### config.mk
export PLATFORM = sky130hd
export DESIGN_NAME = seq_borrow_ahead_subtractor_flat
export DESIGN_NICKNAME = d
export VERILOG_FILES = /design/src/rtl/seq_borrow_ahead_subtractor_if.sv /design/src/rtl/seq_borrow_ahead_subtractor.sv /design/src/flat_wrapper.sv
export SDC_FILE = /design/constraint.sdc
export NUM_CORES = 1
export LEC_CHECK = 0
export BUFFER_PORTS_ARGS = -buffer_cell sky130_fd_sc_hd__buf_4
export CAP_MARGIN = 25
export CORE_MARGIN = 3
export CORE_UTILIZATION = 45
export DETAILED_ROUTE_END_ITERATION = 6
export PLACE_DENSITY = 0.74
export REMOVE_ABC_BUFFERS = 1
export SYNTH_ARGS = -nofsm -noshare
export SYNTH_HDL_FRONTEND = slang
export SYNTH_SLANG_ARGS = --single-unit
### constraint.sdc
create_clock -name clk -period 8.8 [get_ports clk]
set_input_delay 1.32 -clock clk [delete_from_list [all_inputs] [get_ports clk]]
set_output_delay 1.32 -clock clk [all_outputs]
set_load 0.005 [all_outputs]
### src/rtl/seq_borrow_ahead_subtractor_if.sv
// Start/done request and result bus for the sequential borrow-lookahead subtractor.
// Master drives the request; slave returns status and the registered result.
interface seq_borrow_ahead_subtractor_if #(
   parameter int unsigned WIDTH = 16
);
   logic             start;
   logic [WIDTH-1:0] a;
   logic [WIDTH-1:0] b;
   logic             bin;
   logic             busy;
   logic             done;
   logic [WIDTH-1:0] diff;
   logic             bout;
   logic             zero;
   logic             ovf;

   modport master (
      output start, a, b, bin,
      input  busy, done, diff, bout, zero, ovf
   );

   modport slave (
      input  start, a, b, bin,
      output busy, done, diff, bout, zero, ovf
   );
endinterface

### src/rtl/seq_borrow_ahead_subtractor.sv
// Multi-cycle WIDTH-bit subtractor: diff = a - b - bin, one 4-bit borrow-lookahead
// slice per clock, LSB first, with the slice borrow carried in a register.
module seq_borrow_ahead_subtractor #(
   parameter int unsigned WIDTH = 16
) (
   input logic                            clk,
   input logic                            rst,
   seq_borrow_ahead_subtractor_if.slave   bus
);
   localparam int unsigned NSLICE  = WIDTH / 4;
   localparam int unsigned SLICE_W = (NSLICE > 1) ? $clog2(NSLICE) : 1;
   localparam int unsigned BASE_W  = SLICE_W + 2;

   typedef enum logic [1:0] {IDLE, RUN, DONE} state_t;

   state_t             state_q;
   logic [SLICE_W-1:0] slice_q;
   logic [WIDTH-1:0]   a_q, b_q, res_q;
   logic               borrow_q;
   logic               busy_q, done_q, bout_q, zero_q, ovf_q;
   logic [WIDTH-1:0]   diff_q;

   logic [BASE_W-1:0]  base_c;
   logic [3:0]         sa_c, sb_c, g_c, p_c, sd_c;
   logic [4:0]         bw_c;
   logic [WIDTH-1:0]   res_d;

   // Current slice: borrow lookahead from the registered borrow, then merge into the result.
   always_comb begin
      base_c = {slice_q, 2'b00};
      sa_c   = a_q[base_c +: 4];
      sb_c   = b_q[base_c +: 4];
      g_c    = ~sa_c & sb_c;
      p_c    = ~(sa_c ^ sb_c);
      bw_c[0] = borrow_q;
      bw_c[1] = g_c[0] | (p_c[0] & borrow_q);
      bw_c[2] = g_c[1] | (p_c[1] & g_c[0]) | (p_c[1] & p_c[0] & borrow_q);
      bw_c[3] = g_c[2] | (p_c[2] & g_c[1]) | (p_c[2] & p_c[1] & g_c[0])
              | (p_c[2] & p_c[1] & p_c[0] & borrow_q);
      bw_c[4] = g_c[3] | (p_c[3] & g_c[2]) | (p_c[3] & p_c[2] & g_c[1])
              | (p_c[3] & p_c[2] & p_c[1] & g_c[0])
              | (p_c[3] & p_c[2] & p_c[1] & p_c[0] & borrow_q);
      sd_c   = sa_c ^ sb_c ^ bw_c[3:0];
      res_d  = res_q;
      res_d[base_c +: 4] = sd_c;
   end

   always_ff @(posedge clk) begin
      if (rst) begin
         state_q  <= IDLE;
         slice_q  <= '0;
         a_q      <= '0;
         b_q      <= '0;
         res_q    <= '0;
         borrow_q <= 1'b0;
         busy_q   <= 1'b0;
         done_q   <= 1'b0;
         diff_q   <= '0;
         bout_q   <= 1'b0;
         zero_q   <= 1'b0;
         ovf_q    <= 1'b0;
      end else begin
         case (state_q)
            IDLE, DONE: begin
               done_q <= 1'b0;
               if (bus.start) begin
                  a_q      <= bus.a;
                  b_q      <= bus.b;
                  borrow_q <= bus.bin;
                  slice_q  <= '0;
                  busy_q   <= 1'b1;
                  state_q  <= RUN;
               end else begin
                  state_q  <= IDLE;
               end
            end
            RUN: begin
               res_q    <= res_d;
               borrow_q <= bw_c[4];
               // Outputs load together only on the final slice.
               if (slice_q == SLICE_W'(NSLICE - 1)) begin
                  state_q <= DONE;
                  busy_q  <= 1'b0;
                  done_q  <= 1'b1;
                  diff_q  <= res_d;
                  bout_q  <= bw_c[4];
                  zero_q  <= (res_d == '0);
                  ovf_q   <= (a_q[WIDTH-1] != b_q[WIDTH-1]) & (res_d[WIDTH-1] != a_q[WIDTH-1]);
               end else begin
                  slice_q <= slice_q + SLICE_W'(1);
               end
            end
            default: state_q <= IDLE;
         endcase
      end
   end

   assign bus.busy = busy_q;
   assign bus.done = done_q;
   assign bus.diff = diff_q;
   assign bus.bout = bout_q;
   assign bus.zero = zero_q;
   assign bus.ovf  = ovf_q;
endmodule

### src/flat_wrapper.sv
// flat-port wrapper written by rule: the top's interface ports become plain ports
module seq_borrow_ahead_subtractor_flat 
#(
   parameter int unsigned WIDTH = 16
)
  (clk, rst, bus_start, bus_a, bus_b, bus_bin, bus_busy, bus_done, bus_diff, bus_bout, bus_zero, bus_ovf);
  seq_borrow_ahead_subtractor_if #(.WIDTH(WIDTH)) bus_i ();
  input logic clk;
  input logic rst;
  input wire logic [$bits(bus_i.start)-1:0] bus_start;
  input wire logic [$bits(bus_i.a)-1:0] bus_a;
  input wire logic [$bits(bus_i.b)-1:0] bus_b;
  input wire logic [$bits(bus_i.bin)-1:0] bus_bin;
  output wire logic [$bits(bus_i.busy)-1:0] bus_busy;
  output wire logic [$bits(bus_i.done)-1:0] bus_done;
  output wire logic [$bits(bus_i.diff)-1:0] bus_diff;
  output wire logic [$bits(bus_i.bout)-1:0] bus_bout;
  output wire logic [$bits(bus_i.zero)-1:0] bus_zero;
  output wire logic [$bits(bus_i.ovf)-1:0] bus_ovf;
  assign bus_i.start = bus_start;
  assign bus_i.a = bus_a;
  assign bus_i.b = bus_b;
  assign bus_i.bin = bus_bin;
  assign bus_busy = bus_i.busy;
  assign bus_done = bus_i.done;
  assign bus_diff = bus_i.diff;
  assign bus_bout = bus_i.bout;
  assign bus_zero = bus_i.zero;
  assign bus_ovf = bus_i.ovf;
  seq_borrow_ahead_subtractor #(.WIDTH(WIDTH)) u_core (.clk(clk), .rst(rst), .bus(bus_i));
endmodule
After elaboration in Yosys (flattened, before gate mapping) --
Cells that the tools add are included.
Cells by class: $add $sub $neg 2, eq/ne operators 8, shifts and indexed selects 4, mux-type cells 14, bitwise operators 32, reduce and logical (&&, ||, !) cells 10
Operators by type and width (number):
- indexed part select 16 x 5 -> 4 bit | 2
- AND 1 bit | 17
- bitwise mux 16 bit | 1
- zero test 16 bit | 1
- variable shift 4 x 6 -> 16 bit, first input constant | 1
- indexed part select 4 x 6 -> 16 bit | 1
- bitwise OR 1 bit | 10
- NOT 4 bit | 2
- case mux 2 bit (2 select lines) | 2
- AND reduction 2 bit | 4
- bitwise XOR 4 bit | 2
- two-way mux 2 bit | 3
- negation 4 -> 6 bit | 1
- case mux 1 bit (2 select lines) | 3
- AND reduction 3 bit | 2
- two-way mux 1 bit | 5
- AND 4 bit | 1
- == test 2 bit, second input constant | 2
- != test 2 bit, second input constant | 2
- adder 2 x 1 -> 2 bit, second input constant | 1
- == test 2 x 1 -> 1 bit, second input constant | 1
- zero test 2 bit | 1
- != test 1 bit | 2
- != test 2 x 1 -> 1 bit, second input constant | 1
- other kinds (2) | 2
Word-level totals: register bits 74, input bits 36, output and inout bits 21, logic and storage cells 82

Logic depth before layout (Yosys ltp) --
depth in word-level cells 12, depth in mapped cells 10, depth with buffers taken out 8

Worst setup path after synthesis --
No wires, ideal clock.
path kind register to register, from register u_core.slice_q[0], to register u_core.ovf_q, in the netlist u_core.bus.ovf, library setup time 0.091 ns, arrival 2.864 ns, required time 8.709 ns, setup slack 5.845 ns, cell stages (with the launch flop) 10, buffers on the path 2, period minus slack after synthesis 2.955 ns, path through dfxtp_1 > buf_2 > buf_2 > mux4_2 > ha_1 > a41oi_1 > o21ai_2 > mux2i_1 > or4b_1 > a311oi_1
Between the ends: word-level cells in the longest chain between the ends 12, elaborated cells between the ends (all ways) 30, those cells by class add/sub: 1; eq/ne: 2; shift: 4; mux: 1; bitwise: 21; reduce/logical: 1
Ends and longest elaborated chain:
- start: declaration | line seq_borrow_ahead_subtractor.sv:17 | logic [SLICE_W-1:0] slice_q;
- start signal: assignment | line seq_borrow_ahead_subtractor.sv:90 | slice_q <= slice_q + SLICE_W'(1);
- indexed part select 16 x 5 -> 4 bit (on tied branches) | line seq_borrow_ahead_subtractor.sv:31, seq_borrow_ahead_subtractor.sv:32
- bitwise XOR 4 bit or NOT 4 bit (tied branches) | line seq_borrow_ahead_subtractor.sv:34, seq_borrow_ahead_subtractor.sv:43, seq_borrow_ahead_subtractor.sv:33
- NOT 4 bit or AND 4 bit (tied branches) | line seq_borrow_ahead_subtractor.sv:34, seq_borrow_ahead_subtractor.sv:33
- AND 1 bit (on tied branches) | line seq_borrow_ahead_subtractor.sv:38, seq_borrow_ahead_subtractor.sv:39
- bitwise OR 1 bit (tied with other cells) | line seq_borrow_ahead_subtractor.sv:38 | bw_c[3] = g_c[2] | (p_c[2] & g_c[1]) | (p_c[2] & p_c[1] & g_c[0])
- bitwise OR 1 bit or AND 1 bit (tied branches) | line seq_borrow_ahead_subtractor.sv:38, seq_borrow_ahead_subtractor.sv:39
- bitwise OR 1 bit | line seq_borrow_ahead_subtractor.sv:39 | | (p_c[2] & p_c[1] & p_c[0] & borrow_q);
- bitwise XOR 4 bit | line seq_borrow_ahead_subtractor.sv:43 | sd_c = sa_c ^ sb_c ^ bw_c[3:0];
- indexed part select 4 x 6 -> 16 bit | line seq_borrow_ahead_subtractor.sv:45 | res_d[base_c +: 4] = sd_c;
- bitwise mux 16 bit | line seq_borrow_ahead_subtractor.sv:45
- != test 1 bit | line seq_borrow_ahead_subtractor.sv:88 | ovf_q <= (a_q[WIDTH-1] != b_q[WIDTH-1]) & (res_d[WIDTH-1] != a_q[WIDTH-1]);
- AND 1 bit | line seq_borrow_ahead_subtractor.sv:88
- end signal: assignment | line seq_borrow_ahead_subtractor.sv:88
- end: declaration | line seq_borrow_ahead_subtractor.sv:20 | logic busy_q, done_q, bout_q, zero_q, ovf_q;
Parallel ways exist; a longest one is shown, timed or not. A chain may end at the register's enable or synchronous reset.

Worst setup path after layout --
from register u_core.slice_q[0], to register u_core.diff_q[7], in the netlist u_core.bus.diff[7]
Between the ends: word-level cells in the longest chain between the ends 10, elaborated cells between the ends (all ways) 28, those cells by class add/sub: 1; eq/ne: 1; shift: 4; mux: 1; bitwise: 20; reduce/logical: 1
Ends and longest elaborated chain:
- indexed part select 16 x 5 -> 4 bit (on tied branches) | line seq_borrow_ahead_subtractor.sv:31, seq_borrow_ahead_subtractor.sv:32
- bitwise XOR 4 bit or NOT 4 bit (tied branches) | line seq_borrow_ahead_subtractor.sv:34, seq_borrow_ahead_subtractor.sv:43, seq_borrow_ahead_subtractor.sv:33
- NOT 4 bit or AND 4 bit (tied branches) | line seq_borrow_ahead_subtractor.sv:34, seq_borrow_ahead_subtractor.sv:33
- AND 1 bit (on tied branches) | line seq_borrow_ahead_subtractor.sv:38, seq_borrow_ahead_subtractor.sv:39
- bitwise OR 1 bit (tied with other cells) | line seq_borrow_ahead_subtractor.sv:38
- bitwise OR 1 bit or AND 1 bit (tied branches) | line seq_borrow_ahead_subtractor.sv:38, seq_borrow_ahead_subtractor.sv:39
- bitwise OR 1 bit | line seq_borrow_ahead_subtractor.sv:39
- bitwise XOR 4 bit | line seq_borrow_ahead_subtractor.sv:43
- indexed part select 4 x 6 -> 16 bit | line seq_borrow_ahead_subtractor.sv:45
- bitwise mux 16 bit | line seq_borrow_ahead_subtractor.sv:45
- end signal: assignment | line seq_borrow_ahead_subtractor.sv:85 | diff_q <= res_d;
- end: declaration | line seq_borrow_ahead_subtractor.sv:21 | logic [WIDTH-1:0] diff_q;
Parallel ways exist; a longest one is shown, timed or not.

==> run_results.csv <==
group,metric,value,unit
worst_setup_path,crit_path_category,"reg -> reg",
layout,final_core_utilization,57.2,%
sta,final_critical_path_setup_slack,5400,ps
worst_hold_path,min_path_type,"reg -> reg",
floorplan,io_pins,57,
route,antenna_violating_nets_post_route,0,
placed_design,place.port_buffers,56,
worst_setup_path,timing.critical_path.arrival,3660,ps
synth,yosysSeqAreaShare,44.8,%
worst_setup_path,critical_path.endpoint_type,"register",
placed_design,place.detailed.instances,511,
floorplan,die_h,91.7,microns
synth,synth_cell_type_count,41,
power_and_ir_drop,ir_drop,0.0884,mV
placed_design,gp_congestion,0.889,
sta,worst_slew_margin,37.0,%
worst_setup_path,r2r_cells,7,
cts,max-clock-path-buffers,2,
sta,report.final.slew_viol_count,0,
placed_design,hpwlAfterDp,5000,microns
worst_setup_path,cp_slowest_stage_delay,950,ps
floorplan,cell_row_count,30,
synth,syn_avg_cell_area,8.59,sq um
worst_setup_path,critical_path.top_delay_family,"flip-flops",
sta,period_share,38.6,%
synth,synth_top_cell_by_area,"sky130_fd_sc_hd__dfxtp_1",
layout,flow.area_growth_from_synthesis,20.2,%
sta,worstMarginPinSlew,932,ps
cts,buffer_count_from_post_cts_setup_fixing,0,
layout,share_of_cells_above_drive_strength_1,20.4,%
cts,clkSinkCount,74,
synth,yosys-top-cells-area,"sky130_fd_sc_hd__dfxtp_1 45%, sky130_fd_sc_hd__nand2_1 8.5%, sky130_fd_sc_hd__a21oi_1 6.4%, sky130_fd_sc_hd__mux4_2 5.5%, sky130_fd_sc_hd__nor2_1 5.2%",
sta,period_minus_slack,3400,ps
floorplan,dieWidth,91.7,microns
route,wl_per_cell,14.0,microns
grt,global_route.usage.total,18.3,%
cts,insertion_delay,350,ps
grt,grt_pass1_vias,2754,
sta,setup-tns-final,0,ps
sta,hold_violations,0,
route,viasPerCell,5.43,
cts,cts.root.buffer_cell,"sky130_fd_sc_hd__clkbuf_8",
cts,cts_hold_repair.buffers,0,
grt,antenna_found_initial,0,
worst_setup_path,crit_path_cell_trace,"mux4_2 -> ha_1 -> a41oi_1 -> o21ai_2 -> xnor2_1 -> a221oi_1 -> nor3_1",
sta,fmaxAchievable,294,MHz
floorplan,start_util,47.6,%
worst_setup_path,startpoint_type,"register",
route,dr_total_vias,2859,
route,detailed_routing_iteration_count_for_the_pre_antenna_repair_pass,4,
job,maxCapViolCount,0,
synth,yosys_warnings,0,
placed_design,pre_cts_ws,5430,ps
synth,postSynthRegisterBits,74,
synth,dominantRegCellSynth,"sky130_fd_sc_hd__dfxtp_1",
power_and_ir_drop,p_per_area,191,mW/mm^2
worst_setup_path,worstPathBufferInverterCount,0,
cts,cts_buffers,9,
layout,post_layout_nonfiller_instances,527,
cts,cts_repair_resizes,0,
synth,async_reset_ff_share,0,%
worst_setup_path,critical_path_depth,7,
floorplan,die-area,0.00841,sq mm
sta,setup-violations-final,0,
cts,clkSlewWorstSetupHoldPaths,70,ps
synth,yosys.area.top_type_share,44.8,%
floorplan,design.core.area,0.00694,sq mm
route,drc,0,
layout,final_nets,473,
grt,pin_count_of_the_biggest_net_entering_global_routing,76,
sta,grt_setup_unrepaired,"false",
synth,synth_edf_count,0,
synth,netlist_top_cells_count,"75 x sky130_fd_sc_hd__nand2_1, 74 x sky130_fd_sc_hd__dfxtp_1, 46 x sky130_fd_sc_hd__nor2_1",
layout,final_antenna_diode_count,0,
route,totalWireLength,7380,microns
cts,tritoncts,"done",
cts,htreeDepth,3,
sta,minimum_hold_slack,456,ps
synth,netlist_instances,385,
worst_setup_path,worst-endpoint-required,9070,ps
run_status,status,"finished, final reports clean",
synth,yosysMostFrequentCell,"sky130_fd_sc_hd__nand2_1",
power_and_ir_drop,power.leakage,1.54,nW
grt,grt_pass1_wl,12500,microns
grt,globalRoute.totalOverflow,0,
worst_setup_path,worst_path_maximum_fanout,20,
sta,setup_clock_skew_after_layout,7.88,ps
worst_hold_path,holdPathStages,2,
route,starting_drc_count_in_detailed_routing,243,
synth,mappedNetlistArea,0.00331,sq mm
worst_setup_path,worst_path_max_delay_cell,"sky130_fd_sc_hd__dfxtp_1",
## through the flow
stage	power, mW	cell area (sq um)
2_1_floorplan	0.436	3190
3_3_place_gp	0.477	3750
3_5_place_dp	0.479	3750
4_1_cts	0.765	3970
5_1_grt	0.795	3970
6_report	0.760	3970
## registers in the layout, summed over array words and instances (netlist names), 2 cells and up
signal	count
u_core.state_q	2
u_core.bus.diff	16
u_core.b_q	16
u_core.slice_q	2
u_core.res_q	16
u_core.a_q	16
## cell type report
cell class | instances | area [sq um]
Timing Repair Buffer | 59 | 443
Multi-Input combinational cell | 270 | 1670
Clock buffer | 11 | 141
Fill cell | 664 | 2970
Inverter | 12 | 45.0
Sequential cell | 74 | 1480
Tap cell | 96 | 120
Clock inverter | 5 | 77.6
## metal layers
layer | wire length, microns | track usage (%)
met1 | 3220 | 22.7
met5 | 0 | 0
met2 | 3550 | 30.4
met3 | 427 | 3.86
met4 | 177 | 8.42
## logic make-up after synthesis
logic type / share of synthesized area [%]
buf+inv: 4.88
mux: 6.70
flops: 44.8
xor+xnor: 0.795
simple gates: 20.7
compound gates: 17.7
fa+ha+maj: 4.39
## cell usage in the layout, fill, tap and decap left out, types with 10 or more instances in the layout
cell type / count
sky130_fd_sc_hd__inv_1: 12
sky130_fd_sc_hd__buf_4: 59
sky130_fd_sc_hd__dfxtp_1: 74
sky130_fd_sc_hd__nand2_1: 75
sky130_fd_sc_hd__a221oi_1: 10
sky130_fd_sc_hd__clkbuf_8: 10
sky130_fd_sc_hd__nor2_1: 46
sky130_fd_sc_hd__ha_1: 10
sky130_fd_sc_hd__a21oi_1: 42
sky130_fd_sc_hd__a32oi_1: 10
sky130_fd_sc_hd__nor3_1: 16
## power breakdown
part | total (mW) | leakage, nW | switching, mW | internal (mW)
sequential | 0.360 | 0.603 | 0.0118 | 0.349
clock | 0.287 | 0.109 | 0.121 | 0.166
combinational | 0.112 | 0.831 | 0.0659 | 0.0461
total | 0.760 | 1.54 | 0.199 | 0.561
## final timing paths
kind	slack, ps	endpoint	from
worst max-delay path	5400	u_core.bus.diff[7]$_SDFFE_PP0P_	u_core.slice_q[0]$_SDFFE_PP0P_
worst min-delay path	460	u_core.b_q[7]$_SDFFE_PP0P_	u_core.b_q[7]$_SDFFE_PP0P_
worst max register to register	5400	u_core.bus.diff[7]$_SDFFE_PP0P_	u_core.slice_q[0]$_SDFFE_PP0P_
worst min register to register	460	u_core.b_q[7]$_SDFFE_PP0P_	u_core.b_q[7]$_SDFFE_PP0P_
## worst reg2reg max path, cell delays in order, from the launching register on
cell	delay (ps)
sky130_fd_sc_hd__dfxtp_1	950
sky130_fd_sc_hd__mux4_2	610
sky130_fd_sc_hd__ha_1	340
sky130_fd_sc_hd__a41oi_1	250
sky130_fd_sc_hd__o21ai_2	120
sky130_fd_sc_hd__xnor2_1	650
sky130_fd_sc_hd__a221oi_1	180
sky130_fd_sc_hd__nor3_1	210
(Power assumes the default switching activity.)
